===== config.mk =====
export PLATFORM = sky130hd
export DESIGN_NAME = sine_voice_scheduler
export DESIGN_NICKNAME = d
export VERILOG_FILES = /design/src/rtl/sine_voice_pkg.sv /design/src/rtl/sine_phase_bank.sv /design/src/rtl/sine_voice_scheduler.sv
export SDC_FILE = /design/constraint.sdc
export NUM_CORES = 1
export LEC_CHECK = 0
export ABC_AREA = 1
export CAP_MARGIN = 20
export CORE_UTILIZATION = 58
export DETAILED_ROUTE_END_ITERATION = 16
export PLACE_DENSITY = 0.83
export SYNTH_ARGS = -nofsm -noshare
export SYNTH_HDL_FRONTEND = slang
export SYNTH_HIERARCHICAL = 1
export SYNTH_SLANG_ARGS = --single-unit

===== constraint.sdc =====
create_clock -name clk -period 2.95 [get_ports clk]
set_input_delay 0.59 -clock clk [delete_from_list [all_inputs] [get_ports clk]]
set_output_delay 0.59 -clock clk [all_outputs]
set_load 0.01 [all_outputs]

===== src/rtl/sine_voice_pkg.sv =====
// Shared definitions for the sine voice scheduler.
//   state_t    : sweep FSM states
//   LUT_IDX_W  : width of the shared sine lookup index
//   LUT_OUT_W  : width of the shared sine lookup result
//   mix_width  : minimum mix width for n voices (no-overflow sum)
package sine_voice_pkg;

    typedef enum logic [1:0] {IDLE, ADDR, READ, DONE} state_t;

    localparam int LUT_IDX_W = 8;
    localparam int LUT_OUT_W = 11;

    function automatic int mix_width(input int n);
        return LUT_OUT_W + $clog2(n);
    endfunction

endpackage


===== src/rtl/sine_phase_bank.sv =====
// Per-voice phase accumulator register file.
//   clk, rst   : clock, async active-high reset (all phases -> 0)
//   rd_idx     : voice to read; rd_phase is combinational from it
//   wr_en      : write strobe for voice wr_idx
//   wr_add     : 1 = phase += that voice's tune word (wraps), 0 = phase cleared
//   tune_word  : packed per-voice increments, voice i at [i*PHASE_W +: PHASE_W]
module sine_phase_bank #(
    parameter int NUM_VOICES = 4,
    parameter int PHASE_W    = 16,
    parameter int VID_W      = 2
) (
    input  logic                          clk,
    input  logic                          rst,
    input  logic [VID_W-1:0]              rd_idx,
    output logic [PHASE_W-1:0]            rd_phase,
    input  logic                          wr_en,
    input  logic [VID_W-1:0]              wr_idx,
    input  logic                          wr_add,
    input  logic [NUM_VOICES*PHASE_W-1:0] tune_word
);

    logic [NUM_VOICES-1:0][PHASE_W-1:0] phase;

    for (genvar i = 0; i < NUM_VOICES; i++) begin : g_lane
        always_ff @(posedge clk or posedge rst) begin
            if (rst)
                phase[i] <= '0;
            else if (wr_en && wr_idx == VID_W'(i))
                phase[i] <= wr_add ? phase[i] + tune_word[i*PHASE_W +: PHASE_W] : '0;
        end
    end

    // Compare-based mux so an index past NUM_VOICES-1 reads 0 rather than X.
    always_comb begin
        rd_phase = '0;
        for (int i = 0; i < NUM_VOICES; i++)
            if (rd_idx == VID_W'(i)) rd_phase = phase[i];
    end

endmodule


===== src/rtl/sine_voice_scheduler.sv =====
// Time-multiplexes one combinational sine lookup across NUM_VOICES voices.
// Each sample_tick starts a sweep: per voice an ADDR cycle (index presented)
// and a READ cycle (result accumulated, phase advanced), then a DONE cycle
// that flags the new mix.
//   clk, rst     : clock, async active-high reset
//   sample_tick  : request a new mix sample (ignored + overrun outside IDLE)
//   voice_en     : per-voice enable; disabled voices add nothing, phase -> 0
//   tune_word    : packed per-voice phase increments
//   lut_period   : index to the shared lookup; lut_sine is its result
//   mix/mix_valid: mix sample and its one-cycle strobe
//   busy         : sweep in progress
//   overrun      : sticky, a tick arrived while busy
// Optional: define SINE_VOICE_SCHED_TAP_EN for per-voice tap outputs
//   voice_sample / voice_id / voice_valid, valid in READ of enabled voices.
module sine_voice_scheduler
    import sine_voice_pkg::*;
#(
    parameter int NUM_VOICES = 4,
    parameter int PHASE_W    = 16,
    parameter int MIX_W      = 13
) (
    input  logic                          clk,
    input  logic                          rst,
    input  logic                          sample_tick,
    input  logic [NUM_VOICES-1:0]         voice_en,
    input  logic [NUM_VOICES*PHASE_W-1:0] tune_word,
    output logic [LUT_IDX_W-1:0]          lut_period,
    input  logic [LUT_OUT_W-1:0]          lut_sine,
    output logic [MIX_W-1:0]              mix,
    output logic                          mix_valid,
    output logic                          busy,
    output logic                          overrun
`ifdef SINE_VOICE_SCHED_TAP_EN
    ,
    output logic [LUT_OUT_W-1:0]          voice_sample,
    output logic [3:0]                    voice_id,
    output logic                          voice_valid
`endif
);

    localparam int VID_W = $clog2(NUM_VOICES);

    if (MIX_W < mix_width(NUM_VOICES)) begin : g_bad_mix_w
        $error("MIX_W too narrow for NUM_VOICES");
    end
    if (PHASE_W < LUT_IDX_W) begin : g_bad_phase_w
        $error("PHASE_W must be at least LUT_IDX_W");
    end

    state_t               state_q, state_d;
    logic [VID_W-1:0]     voice_q;
    logic [MIX_W-1:0]     acc_q, acc_sum;
    logic [MIX_W-1:0]     mix_q;
    logic [LUT_IDX_W-1:0] period_q;
    logic                 overrun_q;

    logic                 voice_on, last_voice;
    logic [VID_W-1:0]     rd_idx;
    logic [PHASE_W-1:0]   rd_phase;

    assign voice_on   = voice_en[voice_q];
    assign last_voice = (voice_q == VID_W'(NUM_VOICES - 1));
    assign acc_sum    = acc_q + (voice_on ? MIX_W'(lut_sine) : '0);

    // Read port looks one voice ahead so the index is registered on the edge
    // entering ADDR and is already visible during that ADDR cycle.
    assign rd_idx = (state_q == IDLE) ? '0 : voice_q + VID_W'(1);

    sine_phase_bank #(
        .NUM_VOICES (NUM_VOICES),
        .PHASE_W    (PHASE_W),
        .VID_W      (VID_W)
    ) u_bank (
        .clk       (clk),
        .rst       (rst),
        .rd_idx    (rd_idx),
        .rd_phase  (rd_phase),
        .wr_en     (state_q == READ),
        .wr_idx    (voice_q),
        .wr_add    (voice_on),
        .tune_word (tune_word)
    );

    always_ff @(posedge clk or posedge rst) begin
        if (rst) state_q <= IDLE;
        else     state_q <= state_d;
    end

    always_comb begin
        state_d = state_q;
        case (state_q)
            IDLE:    if (sample_tick) state_d = ADDR;
            ADDR:    state_d = READ;
            READ:    state_d = last_voice ? DONE : ADDR;
            DONE:    state_d = IDLE;
            default: state_d = IDLE;
        endcase
    end

    always_ff @(posedge clk or posedge rst) begin
        if (rst) begin
            voice_q   <= '0;
            acc_q     <= '0;
            mix_q     <= '0;
            period_q  <= '0;
            overrun_q <= 1'b0;
        end else begin
            if (sample_tick && state_q != IDLE) overrun_q <= 1'b1;
            case (state_q)
                IDLE: if (sample_tick) begin
                    voice_q  <= '0;
                    acc_q    <= '0;
                    period_q <= rd_phase[PHASE_W-1 -: LUT_IDX_W];
                end
                READ: begin
                    acc_q <= acc_sum;
                    // Mix is loaded on the edge into DONE so it is already
                    // valid while mix_valid is high.
                    if (last_voice) begin
                        mix_q <= acc_sum;
                    end else begin
                        voice_q  <= voice_q + VID_W'(1);
                        period_q <= rd_phase[PHASE_W-1 -: LUT_IDX_W];
                    end
                end
                default: ;
            endcase
        end
    end

    assign lut_period = period_q;
    assign mix        = mix_q;
    assign mix_valid  = (state_q == DONE);
    assign busy       = (state_q != IDLE);
    assign overrun    = overrun_q;

`ifdef SINE_VOICE_SCHED_TAP_EN
    assign voice_valid  = (state_q == READ) && voice_on;
    assign voice_sample = voice_valid ? lut_sine : '0;
    assign voice_id     = voice_valid ? 4'(voice_q) : 4'd0;
`endif

endmodule

## After elaboration in Yosys (flattened, before gate mapping)

Index checks and enable logic that the tools add are counted.

- Equal/unequal tests: 11
- Reduce and logical (&&, ||, !) cells: 13
- Multiplexer cells: 23
- Add/sub/neg operators: 6
- Magnitude comparators: 1

Operator list:

| operator | count |
|---|---|
| $mux W16 | 8 |
| $add A16 B16 Y16 | 4 |
| $pmux W13 S2 | 1 |
| $mux W8 | 2 |
| $pmux W8 S2 | 1 |
| $add A13 B11 Y13 | 1 |
| $mux W13 | 1 |
| $eq A2 B2 Y1 const B | 6 |
| $mux W11 | 1 |
| $mux W2 | 5 |
| $pmux W2 S4 | 1 |
| $eq A2 B1 Y1 const B | 3 |
| $logic_not A2 Y1 | 3 |
| $logic_and A1 B1 Y1 | 5 |
| $ne A2 B2 Y1 const B | 2 |
| $pmux W2 S2 | 1 |
| $reduce_and A2 Y1 | 2 |
| $reduce_bool A2 Y1 | 2 |
| $lt A2 B3 Y1 const B | 1 |
| $reduce_and A3 Y1 | 1 |
| $add A2 B1 Y2 const B | 1 |
| $bmux W1 S2 | 1 |
| $mux W1 | 1 |

- Word-level logic and storage cells: 64
- Flip-flop bits (word level): 103
- Output and inout bits: 24

## Logic depth before layout (Yosys ltp)

Gate-level depths: netlist of the first run.

- Depth in word-level cells: 9
- Depth in mapped cells: 17
- Depth with buffers taken out: 17

## By module

Netlist of the first run, hierarchy kept.

Modules (own cells, without submodules):

| module | instances | seq. area each (um2) | cells an instance | area an instance (um2) |
|---|---|---|---|---|
| sine_phase_bank | 1 | 1601.5 | 1076 | 6458.7 |
| sine_voice_scheduler | 1 | 975.9 | 332 | 2324.7 |

## Worst setup path before layout of the first run

Ideal clock, no wire load.

- Kind: input -> register
- From: in voice_en[3]
- To: reg acc_q[8]
- Arrival time: 2.237 ns
- Path buffers: 1
- Required time: 2.833 ns
- Setup time: 0.117 ns
- Stages on the path: 16
- Slack: 0.595 ns
- Path through: nand2_1 nand3_1 nand2_1 clkbuf_1 nor2_1 ha_1 inv_1 fa_1 inv_1 nand3_1 nand3_1 nand2_1 nand3_1 nand2_1 nand3_1 nand2_1

- Word-level cells in the longest chain between the ends: 5

RTL lines:

| item | line | RTL |
|---|---|---|
| start: declaration | sine_voice_scheduler.sv:25 | `input logic [NUM_VOICES-1:0] voice_en,` |
| $bmux W1 S2 | sine_voice_scheduler.sv:61 | `assign voice_on = voice_en[voice_q];` |
| $mux W1 (not written as such) | sine_voice_scheduler.sv:61 |  |
| $mux W11 | sine_voice_scheduler.sv:63 | `assign acc_sum = acc_q + (voice_on ? MIX_W'(lut_sine) : '0);` |
| $add A13 B11 Y13 | sine_voice_scheduler.sv:63 |  |
| $pmux W13 S2 | sine_voice_scheduler.sv:109 | `case (state_q)` |
| end signal: assignment | sine_voice_scheduler.sv:116 | `acc_q <= acc_sum;` |
| end: declaration | sine_voice_scheduler.sv:52 | `logic [MIX_W-1:0] acc_q, acc_sum;` |

No other way between the ends. The select of a mux whose other input is x is not followed.
A chain may end at the register's enable or synchronous reset.

## Worst setup path in the final report of the first run

- From: reg voice_q[0]
- To: reg mix_q[12], in the netlist mix[12]

- Word-level cells in the longest chain between the ends: 4
- Elaborated cells on any way between the ends: 6
- Classes of those cells: add/sub (1); eq/ne (1); mux (3); reduce/logical (1)

RTL lines:

| item | line | RTL |
|---|---|---|
| start: declaration | sine_voice_scheduler.sv:51 | `logic [VID_W-1:0] voice_q;` |
| start signal: assignment | sine_voice_scheduler.sv:122 | `voice_q <= voice_q + VID_W'(1);` |
| $bmux W1 S2 | sine_voice_scheduler.sv:61 |  |
| $mux W1 (not written as such) | sine_voice_scheduler.sv:61 |  |
| $mux W11 | sine_voice_scheduler.sv:63 |  |
| $add A13 B11 Y13 | sine_voice_scheduler.sv:63 |  |
| end signal: assignment | sine_voice_scheduler.sv:120 | `mix_q <= acc_sum;` |
| end: declaration | sine_voice_scheduler.sv:53 | `logic [MIX_W-1:0] mix_q;` |

Several ways; a longest one is shown, not always the timed one. The select of a mux whose other input is x is not followed.

==> impl_metrics.json, run 1 <==
{
  "ctsRootBufferMaster": "clkbuf_16",
  "detailed_place.area_sq_um": 9920,
  "design.die.area_sq_um": 15400,
  "grt_first_pass_wirelength_um": 35500,
  "max-clock-path-buffers": 2,
  "critical_path.startpoint": "voice_q[0]",
  "timing_max_transition_violations_final": 0,
  "timing.hold.worst_path_depth": 1,
  "numCtsBuffers": 9,
  "total_i_o_pin_count": 106,
  "timing.hold.worst.start": "overrun",
  "finalWorstSetupSlack_ns": 0.368,
  "holdPathEnd": "overrun",
  "worst-path-stages": 16,
  "vias": 8743,
  "wl_per_cell_um": 12.9,
  "critPathMaxStageDelay_ns": 0.51,
  "critPathTopFamily": "simple AND/OR/NAND/NOR gates",
  "h-tree-depth": 3,
  "cp_cell_sequence": "inv_1, nand2_1, nand3_1, nand2_1, nor2_1, ha_1, inv_1, fa_1, inv_1, nand3_1, nand3_1, nand2_1, nand3_1, nand2_1, nand3_1, nand2_1",
  "cts-resized-gates": 0,
  "vdd_ir_drop_max_uv": 482,
  "width_of_the_die_um": 124,
  "worstPathArrival_ns": 2.83,
  "y_dimension_of_the_die_um": 124,
  "tritoncts": "done",
  "unrepaired_setup_endpoints_after_global_routing": "false",
  "final_total_negative_setup_slack_ns": 0,
  "synthesis.instances": 1379,
  "number_of_cells_on_the_worst_reg_to_reg_path": 16,
  "holdWs_ns": 0.464,
  "holdCritPathClass": "reg -> reg",
  "synth.avg_cell_area_sq_um": 6.26,
  "path_buf_inv": 3,
  "initial_core_util_pct": 59.4,
  "status": "finished clean",
  "dp.final_hpwl_um": 16800,
  "drt-pass1-iter-count": 5,
  "placeableCoreArea_sq_um": 14500,
  "vias_in_the_first_global_route": 7898,
  "required_worst_endpoint_ns": 3.20,
  "final_hold_viol_count": 0,
  "syn2layout_area_growth_pct": 18.2,
  "clock.fmax_mhz": 387,
  "syn-num-nets": 1538,
  "largest_net_degree_at_the_start_of_global_routing": 65,
  "finalSetupViolations": 0,
  "finalCriticalPeriod_ns": 2.58,
  "transition_time_at_the_pin_with_the_least_slew_margin_ns": 0.605,
  "totalWireLength_um": 21600,
  "initial_antenna_violation_count": 0,
  "layout.cells.most_common_list": "nand2_1 (561), inv_1 (245), nand3_1 (114)",
  "cell_with_the_biggest_individual_delay_on_the_critical_path": "dfrtp_1",
  "timing.slew.headroom_pct": 59.5,
  "timing.critical_path.to_type": "flop",
  "path_max_fanout": 8,
  "gpl.final_weighted_congestion": 0.917,
  "r2r_start": "voice_q[0]",
  "timing_worst_setup_path_type": "reg -> reg",
  "reported_leakage_power_nw": 5.87,
  "post-place-cells": 1662,
  "most_frequent_standard_cell_in_the_layout_excluding_fill_and_tap_cells": "nand2_1",
  "antenna_left": 0,
  "critical_path.reg2reg.endpoint": "mix[12]",
  "post-route-cell-area_sq_um": 10200,
  "dp_worst_setup_slack_ns": 0.00499,
  "clk_pin_slew_worst_paths_ns": 0.07,
  "cts.sink_count": 103,
  "via_per_inst": 5.21,
  "clock_latency_ns": 0.36,
  "maxcap_violations": 0,
  "portBuffers": 105,
  "yosysWarnings": 6,
  "setup_fix_buffers_added_after_clock_tree_synthesis": 0,
  "antenna-diode-count": 0,
  "skew_ns": 0.00727,
  "drive_above_1_share_pct": 3.61,
  "final_net_count": 1648,
  "power.density_cell_area_nw_per_um2": 895,
  "drt_drc_violations_left": 0,
  "placementRows": 44,
  "reg2reg_slack_ns": 0.37,
  "grt_overflow_total": 0,
  "globalRouteTotalUtil_pct": 29.4,
  "cp-start-kind": "flop",
  "post_synth_instance_area_sq_um": 8630,
  "hold_buffers": 0,
  "drtIter0Drc": 636,
  "post-route-period-util_pct": 87.5,
  "layoutNonFillerInstCount": 1678
}
==> per-layer routing <==
layer / GRT usage [%] / vias up / wire length, um / share of wire, %
met1: 38.7 / 3945 / 9860 / 46
met5: 0 / - / 0 / 0
li1: - / 4501 / - / -
met4: 8.04 / 0 / 456 / 2.1
met2: 49.9 / 264 / 10100 / 47
met3: 4.49 / 33 / 1210 / 5.6
==> worst max path at each step <==
stage | end | slack (ns)
final | mix[12] | 0.37
after global placement | mix[8] | 0.11
after global routing | mix[6] | 0.14
after detailed placement | mix[12] | 0.005
after CTS | acc_q[12] | 0.36
after floorplan | acc_q[8] | 0.60
==> registers in the layout, summed over array words and instances (netlist names) <==
name / count
u_bank/phase: 64
acc_q: 13
mix: 13
lut_period: 8
state_q: 2
voice_q: 2
overrun: 1
==> power breakdown <==
part	switching [mW]	total [mW]	internal, mW
clock	0.548	1.17	0.621
combinational	3.33	5.44	2.11
sequential	0.520	2.53	2.01
total	4.40	9.14	4.74
==> area by class of cell <==
type | count | area [sq um]
multi-input combinational | 1005 | 5020
fill | 1294 | 4330
sequential | 103 | 2580
timing repair buffer | 115 | 1140
inverter | 255 | 957
clock buffer | 12 | 256
tap | 184 | 230
clock inverter | 4 | 30.0
==> metrics by stage <==
stage	power, mW	util [%]
after floorplan	6.39	-
after global placement	7.73	68.3
after detailed placement	7.90	68.3
after CTS	9.11	70.2
after global routing	10.1	70.2
final	9.14	70.2
Power figures use the tool's default switching activity.
==> inputs of run 2 (changes only) <==
Settings changed: CAP_MARGIN 20 to default.
==> results of run 2 <==
Same layout as run 1: the final DEF is identical, and so are final timing and power.
==> inputs of run 3 (changes only) <==
Settings changed: GPL_ROUTABILITY_DRIVEN from default to 0, MAX_ROUTING_LAYER from default to met4.
==> impl_metrics.json, run 3 (synthesis results as in run 1) <==
{
  "status": "finished clean",
  "drt-pass1-iter-count": 7,
  "largest_reg_by_ff_count": "u_bank/phase",
  "total_i_o_pin_count": 106,
  "holdWs_ns": 0.456,
  "skew_ns": 0.00680,
  "reg2reg_slack_ns": 0.39,
  "placementRows": 44,
  "transition_time_at_the_pin_with_the_least_slew_margin_ns": 0.617,
  "layout.cells.most_common_list": "nand2_1 (561), inv_1 (245), nand3_1 (114)",
  "vdd_ir_drop_max_uv": 412,
  "holdPathEnd": "overrun",
  "totalWireLength_um": 21400,
  "unrepaired_setup_endpoints_after_global_routing": "false",
  "post-route-cell-area_sq_um": 10200,
  "via_per_inst": 5.21,
  "design.die.area_sq_um": 15400,
  "timing.critical_path.to_type": "flop",
  "register_area_sq_um": 2580,
  "clk_pin_slew_worst_paths_ns": 0.07,
  "worstPathArrival_ns": 2.81,
  "width_of_the_die_um": 124,
  "cts-resized-gates": 0,
  "layoutNonFillerInstCount": 1679,
  "required_worst_endpoint_ns": 3.20,
  "clock.fmax_mhz": 390,
  "drt_drc_violations_left": 0,
  "final_net_count": 1649,
  "number_of_cells_on_the_worst_reg_to_reg_path": 16,
  "vias_in_the_first_global_route": 8011,
  "timing.hold.worst.start": "overrun",
  "globalRouteTotalUtil_pct": 30.4,
  "timing_max_transition_violations_final": 0,
  "setup_fix_buffers_added_after_clock_tree_synthesis": 0,
  "most_frequent_standard_cell_in_the_layout_excluding_fill_and_tap_cells": "nand2_1",
  "y_dimension_of_the_die_um": 124,
  "hold_buffers": 0,
  "initial_core_util_pct": 59.4,
  "timing_worst_setup_path_type": "reg -> reg",
  "dp.final_hpwl_um": 16600,
  "syn2layout_area_growth_pct": 18.5,
  "cts.sink_count": 103,
  "critical_path.reg2reg.endpoint": "acc_q[8]",
  "power.density_cell_area_nw_per_um2": 900,
  "vias": 8746,
  "largest_net_degree_at_the_start_of_global_routing": 65,
  "clock_latency_ns": 0.36,
  "final_total_negative_setup_slack_ns": 0,
  "finalCriticalPeriod_ns": 2.56,
  "holdCritPathClass": "reg -> reg",
  "grt_first_pass_wirelength_um": 35700,
  "post-place-cells": 1663,
  "cp-start-kind": "flop",
  "finalSetupViolations": 0,
  "tritoncts": "done",
  "combined_area_of_the_multi_input_logic_cells_sq_um": 5020,
  "numCtsBuffers": 9,
  "antenna-diode-count": 0,
  "timing.hold.worst_path_depth": 1,
  "post-route-period-util_pct": 86.9,
  "path_max_fanout": 8,
  "drive_above_1_share_pct": 3.68,
  "placeableCoreArea_sq_um": 14500,
  "h-tree-depth": 3,
  "reported_leakage_power_nw": 5.87,
  "timing.slew.headroom_pct": 58.7,
  "largest_register_ff_count": 64,
  "r2r_start": "voice_q[0]",
  "fill_cells": 1271,
  "initial_antenna_violation_count": 0,
  "final_hold_viol_count": 0,
  "drtIter0Drc": 674,
  "maxcap_violations": 0,
  "ctsRootBufferMaster": "clkbuf_16",
  "antenna_left": 0,
  "grt_overflow_total": 0,
  "portBuffers": 105,
  "wl_per_cell_um": 12.7,
  "detailed_place.area_sq_um": 9930,
  "max-clock-path-buffers": 2
}
-- run 3: report_power, final --
part | internal (mW) | switching (mW)
sequential | 2.01 | 0.529
combinational | 2.11 | 3.33
clock | 0.663 | 0.560
-- run 3: worst max path at each step --
stage / cells past startpoint / start / end
after floorplan: 16 / voice_en[3] / acc_q[8]
after global placement: 16 / voice_en[3] / mix[8]
after detailed placement: 16 / voice_en[1] / mix[8]
after CTS: 16 / voice_q[0] / acc_q[8]
after global routing: 16 / voice_q[0] / mix[8]
final: 16 / voice_q[0] / acc_q[8]
-- run 3: cell type report --
cell class / instances / area share [%]
multi-input cells: 1005 / 49.1
flip-flops and latches: 103 / 25.2
repair buffers: 116 / 11.2
inverters: 255 / 9.36
well taps: 184 / 2.25
clock buffers: 10 / 2.24
clock inverters: 6 / 0.697
-- run 3: layer usage --
layer	vias to the layer above	track usage, %	share of wire [%]
met5	-	-	0
li1	4511	-	-
met2	268	49.0	46
met3	54	4.81	5.4
met1	3913	38.8	46
met4	0	10.9	2.8
-- run 3: stage by stage --
step / power (mW) / worst slack (ns) / utilization [%]
6_report: 9.21 / 0.387 / 70.4
5_1_grt: 10.1 / 0.164 / 70.4
4_1_cts: 9.19 / 0.405 / 70.4
3_5_place_dp: 7.91 / 0.0589 / 68.3
3_3_place_gp: 7.74 / 0.125 / 68.3
2_1_floorplan: 6.39 / 0.595 / -
-- run 3: worst max-delay path, stage by stage, from the launching register on --
cell     delay (ns)
dfrtp_1        0.51
inv_1          0.20
nand2_1        0.07
nand3_1        0.07
nand2_1        0.09
nor2_1         0.11
ha_1           0.17
inv_1          0.06
fa_1           0.38
inv_1          0.12
nand3_1        0.09
nand3_1        0.19
nand2_1        0.11
nand3_1        0.08
nand2_1        0.07
nand3_1        0.08
nand2_1        0.05
